File: src/rtl/reg_file_pkg.sv
// Shared types and helpers for the nonzero-scanning register file.
package reg_file_pkg;

    // Ceiling log2, minimum 1 so a 2-entry file still gets a 1-bit address.
    function automatic int unsigned clog2(input int unsigned n);
        int unsigned r;
        r = 1;
        for (int i = 1; i < 32; i++) begin
            if (((n - 1) >> i) != 0) begin
                r = 32'(i + 1);
            end
        end
        return r;
    endfunction

    typedef enum logic {
        SCAN_IDLE   = 1'b0,
        SCAN_ACTIVE = 1'b1
    } scan_state_t;

    // A same-cycle write is forwarded only when it will actually land in the array.
    function automatic logic fwd_sel(input logic wr_en,
                                     input logic clear,
                                     input logic addr_match);
        return wr_en && !clear && addr_match;
    endfunction

endpackage

File: src/rtl/nz_priority_enc.sv
// Find-first-set over a masked vector, with a flag for any set bit above the winner.
module nz_priority_enc
    import reg_file_pkg::*;
#(
    parameter  int unsigned WIDTH = 64,
    localparam int unsigned IW    = clog2(WIDTH)
) (
    input  logic [WIDTH-1:0] vec_i,
    output logic [IW-1:0]    idx_o,
    output logic             found_o,
    output logic             more_o
);

    logic [WIDTH-1:0] lowest_onehot;

    // Descending walk so the last hit written is the lowest set bit.
    always_comb begin
        idx_o   = '0;
        found_o = 1'b0;
        for (int i = WIDTH - 1; i >= 0; i--) begin
            if (vec_i[i]) begin
                idx_o   = IW'(i);
                found_o = 1'b1;
            end
        end
    end

    assign lowest_onehot = vec_i & (~vec_i + WIDTH'(1));
    assign more_o        = |(vec_i & ~lowest_onehot);

endmodule

File: src/rtl/reg_file_nz_scan.sv
// Multi-read-port register file with forwarding, nonzero flags and a nonzero-entry scanner.
// Scanner is built only when REG_FILE_NZ_SCAN_EN is defined; otherwise its outputs are tied 0.
module reg_file_nz_scan
    import reg_file_pkg::*;
#(
    parameter  int unsigned BIT_WIDTH    = 16,
    parameter  int unsigned REG_DEPTH    = 64,
    parameter  int unsigned NUM_RD_PORTS = 2,
    localparam int unsigned AW           = clog2(REG_DEPTH)
) (
    input  logic                              clk,
    input  logic                              rst_n,
    input  logic                              clear,
    input  logic [NUM_RD_PORTS-1:0]           rd_en,
    input  logic [NUM_RD_PORTS*AW-1:0]        rd_addr,
    output logic [NUM_RD_PORTS*BIT_WIDTH-1:0] rd_data,
    input  logic                              wr_en,
    input  logic [AW-1:0]                     wr_addr,
    input  logic [BIT_WIDTH-1:0]              wr_data,
    output logic [REG_DEPTH-1:0]              nz_flags,
    input  logic                              scan_start,
    output logic                              scan_busy,
    output logic                              scan_valid,
    input  logic                              scan_ready,
    output logic [AW-1:0]                     scan_idx,
    output logic [BIT_WIDTH-1:0]              scan_data,
    output logic                              scan_last,
    output logic                              scan_done
);

    logic [BIT_WIDTH-1:0] mem_q [REG_DEPTH];
    logic [BIT_WIDTH-1:0] mem_d [REG_DEPTH];

    // Clear outranks the write port.
    always_comb begin
        mem_d = mem_q;
        if (clear) begin
            for (int i = 0; i < REG_DEPTH; i++) begin
                mem_d[i] = '0;
            end
        end else if (wr_en) begin
            mem_d[wr_addr] = wr_data;
        end
    end

    always_ff @(posedge clk) begin
        if (!rst_n) begin
            mem_q <= '{default: '0};
        end else begin
            mem_q <= mem_d;
        end
    end

    for (genvar i = 0; i < REG_DEPTH; i++) begin : g_nz
        assign nz_flags[i] = |mem_q[i];
    end

    for (genvar p = 0; p < NUM_RD_PORTS; p++) begin : g_rd
        logic [AW-1:0] port_addr;
        assign port_addr = rd_addr[p*AW +: AW];
        assign rd_data[p*BIT_WIDTH +: BIT_WIDTH] =
            !rd_en[p]                                  ? '0      :
            fwd_sel(wr_en, clear, port_addr == wr_addr) ? wr_data :
                                                         mem_q[port_addr];
    end

`ifdef REG_FILE_NZ_SCAN_EN

    scan_state_t      state_q, state_d;
    logic [AW-1:0]    ptr_q, ptr_d;
    logic             done_q, done_d;
    logic [REG_DEPTH-1:0] cand;
    logic [AW-1:0]    enc_idx;
    logic             enc_found;
    logic             enc_more;
    logic             active;
    logic             pair_valid;

    // Flags are live, so entries written mid-scan at or above ptr are picked up.
    assign cand = nz_flags & ({REG_DEPTH{1'b1}} << ptr_q);

    nz_priority_enc #(
        .WIDTH (REG_DEPTH)
    ) u_enc (
        .vec_i   (cand),
        .idx_o   (enc_idx),
        .found_o (enc_found),
        .more_o  (enc_more)
    );

    assign active     = (state_q == SCAN_ACTIVE);
    assign pair_valid = active && enc_found;

    always_comb begin
        state_d = state_q;
        ptr_d   = ptr_q;
        done_d  = 1'b0;
        case (state_q)
            SCAN_IDLE: begin
                if (scan_start && !clear) begin
                    state_d = SCAN_ACTIVE;
                    ptr_d   = '0;
                end
            end
            SCAN_ACTIVE: begin
                if (clear) begin
                    state_d = SCAN_IDLE;
                end else if (!enc_found) begin
                    state_d = SCAN_IDLE;
                    done_d  = 1'b1;
                end else if (scan_ready) begin
                    ptr_d = enc_idx + AW'(1);
                    if (!enc_more) begin
                        state_d = SCAN_IDLE;
                        done_d  = 1'b1;
                    end
                end
            end
            default: state_d = SCAN_IDLE;
        endcase
    end

    always_ff @(posedge clk) begin
        if (!rst_n) begin
            state_q <= SCAN_IDLE;
            ptr_q   <= '0;
            done_q  <= 1'b0;
        end else begin
            state_q <= state_d;
            ptr_q   <= ptr_d;
            done_q  <= done_d;
        end
    end

    assign scan_busy  = active;
    assign scan_valid = pair_valid;
    assign scan_idx   = pair_valid ? enc_idx : '0;
    assign scan_last  = pair_valid && !enc_more;
    assign scan_done  = done_q;
    assign scan_data  = !pair_valid                                ? '0      :
                        fwd_sel(wr_en, clear, enc_idx == wr_addr)  ? wr_data :
                                                                     mem_q[enc_idx];

`else

    logic unused_scan_inputs;
    assign unused_scan_inputs = ^{scan_start, scan_ready};

    assign scan_busy  = 1'b0;
    assign scan_valid = 1'b0;
    assign scan_idx   = '0;
    assign scan_data  = '0;
    assign scan_last  = 1'b0;
    assign scan_done  = 1'b0;

`endif

endmodule

File: config.mk
export PLATFORM = sky130hd
export DESIGN_NAME = reg_file_nz_scan
export DESIGN_NICKNAME = d
export VERILOG_FILES = /design/src/rtl/reg_file_pkg.sv /design/src/rtl/nz_priority_enc.sv /design/src/rtl/reg_file_nz_scan.sv
export SDC_FILE = /design/constraint.sdc
export NUM_CORES = 2
export LEC_CHECK = 0
export BUFFER_PORTS_ARGS = -buffer_cell sky130_fd_sc_hd__clkbuf_2
export CORE_UTILIZATION = 48
export CTS_CLUSTER_DIAMETER = 30
export CTS_CLUSTER_SIZE = 25
export DETAILED_ROUTE_END_ITERATION = 6
export REMOVE_ABC_BUFFERS = 1
export SLEW_MARGIN = 20
export SYNTH_ARGS = -nofsm -noshare
export SYNTH_HDL_FRONTEND = slang
export SYNTH_SLANG_ARGS = --single-unit
File: constraint.sdc
create_clock -name clk -period 5.1 [get_ports clk]
set_input_delay 1.02 -clock clk [delete_from_list [all_inputs] [get_ports clk]]
set_output_delay 1.02 -clock clk [all_outputs]
set_load 0.05 [all_outputs]
[Word-level counts from Yosys, hierarchy flattened]
Index checks and enable logic that the tools add are counted.
Storage, ports and cells
  register bits after elaboration: 1024
  input port bits: 42
  output and inout bits: 122
  word-level logic and storage cells: 157
Cells by class
  magnitude comparators: 4
  equality and inequality tests: 2
  multiplexer cells: 13
  bitwise operators: 4
  reduce and logical (&&, ||, !) cells: 70
Operator list (number)
  bitwise mux 1024 bit: 1
  OR reduction 16 bit: 64
  binary-select mux 16 bit (select 6 bit): 2
  2-to-1 mux 16 bit: 9
  demux 16 bit (select 6 bit): 1
  greater-or-equal comparator 7 bit, second input constant: 3
  NOT 6 -> 7 bit: 3
  == test 6 bit: 2
  less-than comparator 7 x 1 -> 1 bit, second input constant: 1
  logical AND 1 bit: 4
  OR reduction 2 bit: 1
  logical NOT 1 bit: 1
  NOT 1 bit: 1

[Logic depth before layout (Yosys ltp)]
  depth after elaboration: 6
  depth in mapped cells: 10
  depth with buffers taken out: 5

[Least setup slack after synthesis]
OpenSTA, ideal clock, no wires.
  path type: input-to-output
  start point: input rd_addr[1]
  end point: output rd_data[14]
  arrival: 3.508 ns
  slack: 0.572 ns
  stages on the path: 8
  buffers on the path: 3
  cell sequence: clkbuf_1 > buf_2 > buf_2 > nor2_1 > a22oi_1 > a211oi_1 > a41oi_1 > a221oi_1
Between the ends
  longest elaborated chain between the ends: 6
Ends and longest elaborated chain
  from (decl): RTL line reg_file_nz_scan.sv:15  | input logic [NUM_RD_PORTS*AW-1:0] rd_addr,
  NOT 6 -> 7 bit (implied by the code): RTL line reg_file_nz_scan.sv:64  | mem_q[port_addr];
  binary-select mux 16 bit (select 6 bit): RTL line reg_file_nz_scan.sv:64
  2-to-1 mux 16 bit (implied by the code) (2 in series): RTL line reg_file_nz_scan.sv:64
  2-to-1 mux 16 bit (*): RTL line reg_file_nz_scan.sv:63  | fwd_sel(wr_en, clear, port_addr == wr_addr) ? wr_data :
  2-to-1 mux 16 bit (*): RTL line reg_file_nz_scan.sv:62  | !rd_en[p] ? '0 :
  to (decl): RTL line reg_file_nz_scan.sv:16  | output logic [NUM_RD_PORTS*BIT_WIDTH-1:0] rd_data,
Mark *: on every way between the ends. The rest lies on a longest branch, timed or not. The select of a mux whose other input is x is not followed.

[Final worst setup path]
  start point: input rd_addr[0]
  end point: output rd_data[8]
Same word-level chain as after synthesis.

==> summary.txt <==
Status: complete, but fails checks
Failing checks: design-rule violations
Starting Density: 48.5%
Endpoints failing hold: 0
Tcrit/Tclk final: 98.6%
Setup WS pre-CTS: 340 ps
Critical path depth: 8
CP max stage delay: 530 ps
Vias in the first global route: 50.7k
IO Count: 164
Max FFs per register: 1024
Most common cell after layout, fill and taps aside: nand2_1
WP data arrival: 4010 ps
Hold_buf cts: 0
Non-filler cells, final: 8075
TritonCTS Buffers: 239
Worst Tran Pin Value: 1200 ps
Die W: 339 um
Post CTS Setup Buffer Count: 0
Required time of the critical path: 4080 ps
R2r endpoint: mem_q[304]
Final TNS setup: 0 ps
Vias: 54.7k
Worst setup EP type: output port
Final worst slack: 71.5 ps
Synth-to-Final Area Change: 20.9%
Clk pin slew, worst setup/hold paths: 50 ps
Worst skew pair latency: 850 ps
Clk sinks: 1024
CP startpoint: rd_addr[0]
# placed instances: 7619
Synth Instances: 6330
Share of layout cells above drive strength 1: 20.2%
CP cell instances: buf_8 -> buf_4 -> mux4_2 -> a22oi_1 -> a21oi_1 -> o21ai_1 -> nand3_1 -> buf_12
Cell Area, Synth: 54600 um2
GPL Wtd Cong: 1.10
Most frequent cells in the layout: 1874 x nand2_1, 1024 x dfxtp_1, 1019 x a21oi_1
Final net count: 6403
Crit path launch type: input port
Slowest stage cell, crit path: o21ai_1
Synth warn: 0
Placed cell area: 57600 um2
Ys async rst share: 0%
Sequential fraction of the synthesis area: 37.5%
Worst reg2reg setup slack: 4260 ps
Maxcap violations: 0
Post-DP HPWL: 179000 um
Post-route cell area: 66100 um2
Final Setup Violations: 0
Htree depth: 4
Vias/cell: 6.78
Max IR drop VDD: 0.462 mV
Grt total ovfl: 0
Port Buf Inserts: 135
DR iter-0 viols: 8654
Critical path type: in -> out
Fin. max-slew vios: 0
Largest registers: mem_q x1024
PD cells: 387 nW/um2
Vert. Die Dim: 339 um
Clock skew: 0 ps
Routed WL: 255000 um
Leakage power: 0.0218 uW
Crit path capture: rd_data[8]
Avg Inst Size Synth: 8.63 um2
Antenna violations before repair: 9
Hold Worst Slack: 483 ps
Rel. slew slack: 19.9%
EDFF count, synth: 0
Synth Register Bits: 1024
Largest net degree at the start of global routing: 137
Top reg by flops: mem_q
Cell Rows: 123
Root Buffer: clkbuf_16
ANT nets after route: 0
Critical-path maximum fanout: 16
CTS tree: built
Fmax achieved: 0.199 GHz
RSZ-0062 raised after global routing: no
Die Footprint: 115000 um2
WP buf/inv: 3
Global-route wire length before repair: 364000 um
Top delay family on crit path: compound AO/OA/AOI/OAI gates
Reg2reg path depth: 2
RR Startpoint: mem_q[304]
Fin crit period: 5030 ps
Ys flop type: dfxtp_1
Tightest Hold Check Type: reg -> reg
Clock buffer depth: 3
DRC: 1
Post_cts resized: 0
Synth cell types: 54
Core Region: 113000 um2
Wirelength per Cell: 31.6 um
First drt pass iteration count: 7
Total GRT Usage: 43.1%
-- how the worst min path moves through the flow --
stage,startpoint,slack [ps],cells after the start,endpoint
global placement,mem_q[141],470,2,mem_q[141]
floorplan,mem_q[182],460,2,mem_q[182]
finish,mem_q[433],480,2,mem_q[433]
detailed placement,mem_q[893],480,2,mem_q[893]
global route,mem_q[417],500,2,mem_q[417]
CTS,mem_q[924],480,2,mem_q[924]
-- through the flow --
stage | utilization, % | total power (uW)
floorplan | - | 8850
global placement | 51.2 | 9850
detailed placement | 51.2 | 9850
CTS | 58.6 | 25500
global route | 58.6 | 26000
finish | 58.6 | 25600
-- synthesized netlist by cell type, drive strengths merged (17+ instances only) --
cell / n / area share, %
buf: 189 / 2.0
clkbuf: 436 / 3.0
nand3: 287 / 2.6
nor2: 112 / 0.78
a21oi: 1020 / 9.3
o21ai: 27 / 0.25
a22o: 32 / 0.51
mux4: 465 / 19
mux2i: 192 / 3.5
a221oi: 17 / 0.27
a31oi: 17 / 0.19
a22oi: 106 / 1.5
nand2: 1874 / 13
o22ai: 43 / 0.49
nand4: 70 / 0.80
dfxtp: 1024 / 38
nor4: 268 / 3.1
-- area by class of cell --
type | count | area, um2
fill | 9943 | 46600
multi-input combinational | 4693 | 31600
sequential | 1024 | 20500
clock buffer | 299 | 6590
timing repair buffer | 390 | 3640
tap | 1500 | 1880
clock inverter | 151 | 1810
inverter | 13 | 48.8
antenna | 5 | 12.5
-- worst min-delay path, stage by stage (launching register included) --
cell and delay (ps):
dfxtp_1 320, nand2_1 60, a21oi_1 50
-- cell families after synthesis --
| family | after synthesis | synth area share (%) |
|---|---|---|
| and+or+nand+nor | 2677 | 21.0 |
| muxes | 668 | 22.9 |
| DFF | 1024 | 37.5 |
| xor gates and xnor gates | 12 | 0.192 |
| buffers and inverters | 638 | 5.04 |
| other | 1 | 0.00686 |
| AOI/OAI and AO/OA | 1310 | 13.3 |
-- metal layers --
| layer | vias to the layer above | global-route usage [%] | wire length (um) |
|---|---|---|---|
| met5 | - | 0.245 | 89 |
| met4 | 12 | 26.0 | 18100 |
| met3 | 801 | 12.9 | 34000 |
| met2 | 4080 | 62.6 | 108000 |
| met1 | 26800 | 56.5 | 94300 |
| li1 | 23000 | - | - |
-- power by group --
part | internal (uW) | switching (uW) | leakage [uW]
sequential | 8040 | 16.0 | 0.00824
combinational | 466 | 1260 | 0.00948
clock | 10600 | 5200 | 0.00405
No activity file was read; power rests on OpenSTA's default activity.
